$ cat src/rtl/ps2_pkg.sv
// rtl/ps2_pkg.sv - shared types, frame constants and parity helper for the PS/2 receiver
package ps2_pkg;

  typedef enum logic [1:0] {
    ST_IDLE   = 2'd0,
    ST_DATA   = 2'd1,
    ST_PARITY = 2'd2,
    ST_STOP   = 2'd3
  } rx_state_t;

  localparam int   FRAME_DATA_BITS = 8;
  localparam logic PS2_START       = 1'b0;
  localparam logic PS2_STOP        = 1'b1;

  // PS/2 uses odd parity: the eight data bits plus the parity bit hold an odd number of ones
  function automatic logic odd_parity_ok(input logic [FRAME_DATA_BITS-1:0] data, input logic p);
    return (^data) ^ p;
  endfunction

endpackage

$ cat src/rtl/ps2_rx_frontend.sv
// rtl/ps2_rx_frontend.sv - PS/2 input synchronisers, clock glitch filter and falling-edge strobe
module ps2_rx_frontend #(
  parameter int FILTER_LEN = 4
) (
  input  logic clk,
  input  logic rst,
  input  logic ps2_clk,
  input  logic ps2_data,
  output logic fe,
  output logic data_bit
);

  localparam int FW = (FILTER_LEN > 1) ? $clog2(FILTER_LEN + 1) : 1;

  logic          clk_meta, clk_sync;
  logic          data_meta, data_sync;
  logic          filt_q;
  logic [FW-1:0] run_q;

  // Two-flop synchronisers; reset to the idle-high bus level so reset release looks quiet
  always_ff @(posedge clk or posedge rst) begin
    if (rst) begin
      clk_meta  <= 1'b1;
      clk_sync  <= 1'b1;
      data_meta <= 1'b1;
      data_sync <= 1'b1;
    end else begin
      clk_meta  <= ps2_clk;
      clk_sync  <= clk_meta;
      data_meta <= ps2_data;
      data_sync <= data_meta;
    end
  end

  // Accept a new clock level only after FILTER_LEN consecutive differing samples; emit fe on 1->0
  always_ff @(posedge clk or posedge rst) begin
    if (rst) begin
      filt_q   <= 1'b1;
      run_q    <= '0;
      fe       <= 1'b0;
      data_bit <= 1'b1;
    end else begin
      fe <= 1'b0;
      if (clk_sync == filt_q) begin
        run_q <= '0;
      end else if (run_q == FW'(FILTER_LEN - 1)) begin
        filt_q <= clk_sync;
        run_q  <= '0;
        if (!clk_sync) begin
          fe       <= 1'b1;
          data_bit <= data_sync;
        end
      end else begin
        run_q <= run_q + FW'(1);
      end
    end
  end

endmodule

$ cat src/rtl/ps2_rx_fifo.sv
// rtl/ps2_rx_fifo.sv - PS/2 frame receiver with checked frames buffered in a FWFT FIFO
module ps2_rx_fifo
  import ps2_pkg::*;
#(
  parameter int DEPTH      = 8,
  parameter int FILTER_LEN = 4,
  parameter int TIMEOUT    = 4096,
  parameter int KEEP_BAD   = 0
) (
  input  logic                   clk,
  input  logic                   rst,
  input  logic                   ps2_clk,
  input  logic                   ps2_data,
  input  logic                   read,
  input  logic                   clear_err,
  output logic                   ready,
  output logic                   full,
  output logic [7:0]             key_out,
  output logic [$clog2(DEPTH):0] count,
  output logic                   parity_err,
  output logic                   frame_err,
  output logic                   overflow
);

  localparam int AW = $clog2(DEPTH);
  localparam int CW = AW + 1;
  localparam int TW = $clog2(TIMEOUT + 1);

  logic                       fe, rx_bit;
  rx_state_t                  state, state_nxt;
  logic [2:0]                 bit_idx;
  logic [FRAME_DATA_BITS-1:0] shift_q;
  logic                       par_q;
  logic [TW-1:0]              timer;
  logic                       tmo;
  logic                       push_d, set_frame, set_par;
  logic                       push_q;
  logic [7:0]                 push_byte_q;

  logic [7:0]    mem [DEPTH];
  logic [AW-1:0] wr_ptr, rd_ptr;
  logic [CW-1:0] cnt_q;
  logic [7:0]    last_q;
  logic          pop, do_write;

  ps2_rx_frontend #(.FILTER_LEN(FILTER_LEN)) u_frontend (
    .clk      (clk),
    .rst      (rst),
    .ps2_clk  (ps2_clk),
    .ps2_data (ps2_data),
    .fe       (fe),
    .data_bit (rx_bit)
  );

  assign tmo = (state != ST_IDLE) && !fe && (timer == TW'(TIMEOUT - 1));

  // Receiver state register
  always_ff @(posedge clk or posedge rst) begin
    if (rst) state <= ST_IDLE;
    else     state <= state_nxt;
  end

  // Receiver next-state: advance one field per fe, timeout drops a partial frame
  always_comb begin
    state_nxt = state;
    case (state)
      ST_IDLE:   if (fe && rx_bit == PS2_START) state_nxt = ST_DATA;
      ST_DATA:   if (tmo) state_nxt = ST_IDLE;
                 else if (fe && bit_idx == 3'(FRAME_DATA_BITS - 1)) state_nxt = ST_PARITY;
      ST_PARITY: if (tmo) state_nxt = ST_IDLE;
                 else if (fe) state_nxt = ST_STOP;
      ST_STOP:   if (tmo || fe) state_nxt = ST_IDLE;
      default:   state_nxt = ST_IDLE;
    endcase
  end

  // Receiver outputs: frame verdict at the stop-bit fe, error set requests
  always_comb begin
    set_frame = 1'b0;
    set_par   = 1'b0;
    push_d    = 1'b0;
    case (state)
      ST_IDLE: if (fe && rx_bit != PS2_START) set_frame = 1'b1;
      ST_STOP: if (fe) begin
        if (rx_bit != PS2_STOP) begin
          set_frame = 1'b1;
        end else if (!odd_parity_ok(shift_q, par_q)) begin
          set_par = 1'b1;
          push_d  = (KEEP_BAD != 0);
        end else begin
          push_d = 1'b1;
        end
      end
      default: ;
    endcase
    if (tmo) set_frame = 1'b1;
  end

  // Frame datapath: bit counter, LSB-first shifter, parity capture, inactivity timer, push register
  always_ff @(posedge clk or posedge rst) begin
    if (rst) begin
      bit_idx     <= '0;
      shift_q     <= '0;
      par_q       <= 1'b0;
      timer       <= '0;
      push_q      <= 1'b0;
      push_byte_q <= '0;
    end else begin
      if (fe) begin
        case (state)
          ST_IDLE:   bit_idx <= '0;
          ST_DATA:   begin
            shift_q <= {rx_bit, shift_q[FRAME_DATA_BITS-1:1]};
            bit_idx <= bit_idx + 3'd1;
          end
          ST_PARITY: par_q <= rx_bit;
          default: ;
        endcase
      end
      if (fe || state == ST_IDLE) timer <= '0;
      else                        timer <= timer + TW'(1);
      push_q      <= push_d;
      push_byte_q <= shift_q;
    end
  end

  assign pop      = read && ready;
  assign do_write = push_q && (!full || pop);

  // FIFO storage; when full with a pop, wr_ptr equals rd_ptr and the departing head slot is reused
  always_ff @(posedge clk) begin
    if (do_write) mem[wr_ptr] <= push_byte_q;
  end

  // FIFO pointers, occupancy, and the last popped byte shown while empty
  always_ff @(posedge clk or posedge rst) begin
    if (rst) begin
      wr_ptr <= '0;
      rd_ptr <= '0;
      cnt_q  <= '0;
      last_q <= '0;
    end else begin
      if (do_write) wr_ptr <= wr_ptr + AW'(1);
      if (pop) begin
        rd_ptr <= rd_ptr + AW'(1);
        last_q <= mem[rd_ptr];
      end
      case ({do_write, pop})
        2'b10:   cnt_q <= cnt_q + CW'(1);
        2'b01:   cnt_q <= cnt_q - CW'(1);
        default: cnt_q <= cnt_q;
      endcase
    end
  end

  // Sticky flags: a set in the same cycle as clear_err wins
  always_ff @(posedge clk or posedge rst) begin
    if (rst) begin
      parity_err <= 1'b0;
      frame_err  <= 1'b0;
      overflow   <= 1'b0;
    end else begin
      parity_err <= (parity_err && !clear_err) || set_par;
      frame_err  <= (frame_err && !clear_err) || set_frame;
      overflow   <= (overflow && !clear_err) || (push_q && full && !pop);
    end
  end

  assign count   = cnt_q;
  assign ready   = (cnt_q != '0);
  assign full    = (cnt_q == CW'(DEPTH));
  assign key_out = ready ? mem[rd_ptr] : last_q;

endmodule

$ cat config.mk
export PLATFORM = sky130hd
export DESIGN_NAME = ps2_rx_fifo
export DESIGN_NICKNAME = d
export VERILOG_FILES = /design/src/rtl/ps2_pkg.sv /design/src/rtl/ps2_rx_frontend.sv /design/src/rtl/ps2_rx_fifo.sv
export SDC_FILE = /design/constraint.sdc
export NUM_CORES = 1
export LEC_CHECK = 0
export BUFFER_PORTS_ARGS = -buffer_cell sky130_fd_sc_hd__buf_4
export CORE_UTILIZATION = 60
export DETAILED_ROUTE_END_ITERATION = 12
export HOLD_SLACK_MARGIN = 0.05
export PLACE_DENSITY = 0.85
export SYNTH_ARGS = -nofsm -noshare
export SYNTH_HDL_FRONTEND = slang
export SYNTH_SLANG_ARGS = --single-unit
$ cat constraint.sdc
create_clock -name clk -period 3.18 [get_ports clk]
set_clock_uncertainty 0.05 [all_clocks]
set_input_delay 0.318 -clock clk [delete_from_list [all_inputs] [get_ports clk]]
set_output_delay 0.318 -clock clk [all_outputs]
set_load 0.02 [all_outputs]
==> metrics.md <==
| Metric | Value |
|---|---|
| Largest net degree at the start of global routing | `49` |
| Clk slew on worst S/H paths | `0.06 ns` |
| Wire length per cell | `17.4 um` |
| Initial detailed-routing violation count | `78` |
| Avg Inst Size Synth | `15.1 um^2` |
| Slew @ Worst Pin | `1.26 ns` |
| Worst Path Max Fanout | `19` |
| Vias/cell | `5.58` |
| Detailed Place HPWL | `5660 um` |
| Synth Instances | `361` |
| Worst Hold Class | `primary input to register` |
| Final ANT Viol Nets | `0` |
| Syn Nets | `381` |
| Port Buffer Count | `22` |
| Die Y | `97.2 um` |
| Synth-to-Final Area Change | `15.5%` |
| Max Fclk | `369 MHz` |
| CP dominant cell by count | `xor2_1` |
| Commonest non-fill, non-tap cells in the layout | `edfxtp_1 (64), dfrtp_1 (61), nor2_1 (33)` |
| Nets@finish | `418` |
| Initial Util | `62.1%` |
| PwrDens | `725 mW/mm^2` |
| DRT Pass-1 Iters | `4` |
| Worst-path cell chain | `or4_1, nand2_8, inv_2, ha_1, xor2_1, ha_1, a21oi_1, xor2_1, nor2_1, xor2_1` |
| CP peak stage delay | `0.68 ns` |
| Fraction of registers with async set/reset | `51.1%` |
| Pwr Total | `4.56 mW` |
| Die width | `97.2 um` |
| Die area | `0.00945 mm^2` |
| Max Slew Vio Count | `0` |
| R2R depth | `10` |
| Initial antenna violation count | `0` |
| Vias in the first global route | `3,001` |
| Post-synth EDFFs | `64` |
| First-pass GRT wire length | `14,900 um` |
| RSZ-0062 raised after global routing | `false` |
| Status | `finished clean` |
| WP data required | `3.53 ns` |
| H-Tree Level Count | `4` |
| Final hold viol count | `0` |
| Post-synthesis cell type count | `50` |
| Clock buffer depth | `2` |
| Number of diodes | `0` |
| Share of cells above drive strength 1 | `23.8%` |
| Kind of start point of the critical path | `register` |
| Synthesized cell area | `0.00544 mm^2` |
| DR vias | `2,897` |
| CTS tree | `built` |
| IO Count | `23` |
| Worst setup EP type | `register` |
| Period utilization | `85.2%` |
| Worst rel slew slack | `15.2%` |
| Gpl congestion | `0.776` |
| Cell row count | `34` |
| Post-synthesis sequential area ratio | `66.3%` |
| Most common cell after layout, fill and taps aside | `edfxtp_1` |
| WL final | `9020 um` |
| Yosys reg bits | `131` |
| GRT Total Usage | `21.0%` |
| Clk sinks | `131` |
| CORE AREA | `0.00876 mm^2` |
| WP data arrival | `3.06 ns` |
| Final setup violating endpoints | `0` |
| Remaining DRCs | `0` |
| Final setup TNS | `0 ns` |
| MaxCap Viol Count | `0` |
| Maximum vdd drop | `0.617 mV` |
| Slowest CP cell | `or4_1` |
| Hold path cells | `3` |
| Most frequently used flop master after synthesis | `edfxtp_1` |
| Warnings from Yosys | `0` |
| CTS root buffer | `clkbuf_8` |
| Leakage | `2.63 nW` |
| Clock latency on the worst-skew pair | `0.52 ns` |
| Clock buffer count from CTS | `17` |
| Grt ovf | `0` |
| Post-CTS Setup Inserts | `0` |
| Crit path time final | `2.71 ns` |
| Setup CP Type | `register to register` |
-- synthesized netlist by cell type, types with 2 or more instances --
master,number,area share (%)
a21oi_1,10,0.92
a32o_1,2,0.37
and3_1,4,0.46
buf_2,2,0.18
buf_6,3,0.62
clkbuf_1,3,0.21
dfrtp_1,61,28
dfstp_2,6,2.9
edfxtp_1,64,35
ha_1,14,3.2
inv_1,9,0.62
mux2_2,11,2.3
mux2i_1,12,2.2
mux4_2,16,6.6
nand2_1,26,1.8
nand2b_1,4,0.46
nand3_1,4,0.37
nand4_1,5,0.57
nor2_1,33,2.3
nor2b_1,3,0.34
nor3_1,5,0.46
nor3b_1,3,0.41
o21ai_0,11,1.0
xnor2_1,10,1.6
xor2_1,15,2.4
-- final cells by class --
type                            count  area, um^2
Clock buffer                       20         457
Clock inverter                     12         105
Fill cell                         543        2480
Inverter                           10        37.5
Multi-Input combinational cell    208        1710
Sequential cell                   131        3610
Tap cell                          108         135
Timing Repair Buffer               30         235
-- critical path: cells and delay by family (launching register included) --
kind / cells / cell delay (ns)
flops: 1 / 0.47
xor+xnor: 3 / 0.48
simple gates: 3 / 0.93
fa+ha+maj: 2 / 0.46
buf+inv: 1 / 0.07
compound gates: 1 / 0.14
-- state kept, by name (all words and copies together) (netlist names), 2 cells and up --
signal	count
last_q	8
wr_ptr	3
shift_q	8
mem	64
push_byte_q	8
u_frontend.run_q	3
bit_idx	3
rd_ptr	3
count	4
timer	13
state	2
-- report_power, final --
part | internal [mW] | switching [mW]
Combinational | 0.318 | 0.431
Sequential | 1.88 | 0.113
Clock | 1.10 | 0.714
-- through the flow --
stage	cells	instance area [um^2]	utilization [%]	setup WS, ns	hold slack (ns)
CTS	519	6280	71.7	0.453	0.104
floorplan	361	5440	-	0.599	0.272
detailed placement	483	5680	64.8	0.502	0.297
global route	519	6280	71.7	0.332	0.133
finish	519	6280	71.7	0.470	0.123
global placement	483	5680	64.8	0.585	0.296
-- metal layers --
metal,vias to the layer above,track usage (%),routed length [um]
met4,0,9.16,138
li1,1393,-,-
met1,1447,27.3,4000
met2,44,34.0,4620
met3,13,5.04,260
met5,-,0,0
-- timing repair --
item / CTS / global route
gates resized for setup: 0 / 0
hold buffers: 4 / 0
hold endpoints to repair: 44 / 0
-- kinds of logic (layout without fill, tap and decap cells) --
logic type / after synthesis / after routing / share of synthesized area (%)
adders and majority gates: 14 / 14 / 3.22
DFF: 131 / 131 / 66.3
xor gates and xnor gates: 26 / 26 / 4.44
buffers and inverters: 22 / 72 / 2.37
AOI/OAI and AO/OA: 31 / 31 / 3.47
muxes: 39 / 39 / 11.1
and+or+nand+nor: 98 / 98 / 9.13
-- final timing paths --
kind	startpoint	endpoint	slack (ns)
worst max-delay path	count[1]	count[2]	0.47
worst min-delay path	read	rd_ptr[0]	0.12
worst max register to register	count[1]	count[2]	0.47
worst min register to register	u_frontend.clk_meta	u_frontend.clk_sync	0.30
max in group asynchronous	rst	last_q[3]	1.72
min in group asynchronous	rst	parity_err	0.53
(Power assumes the default switching activity.)
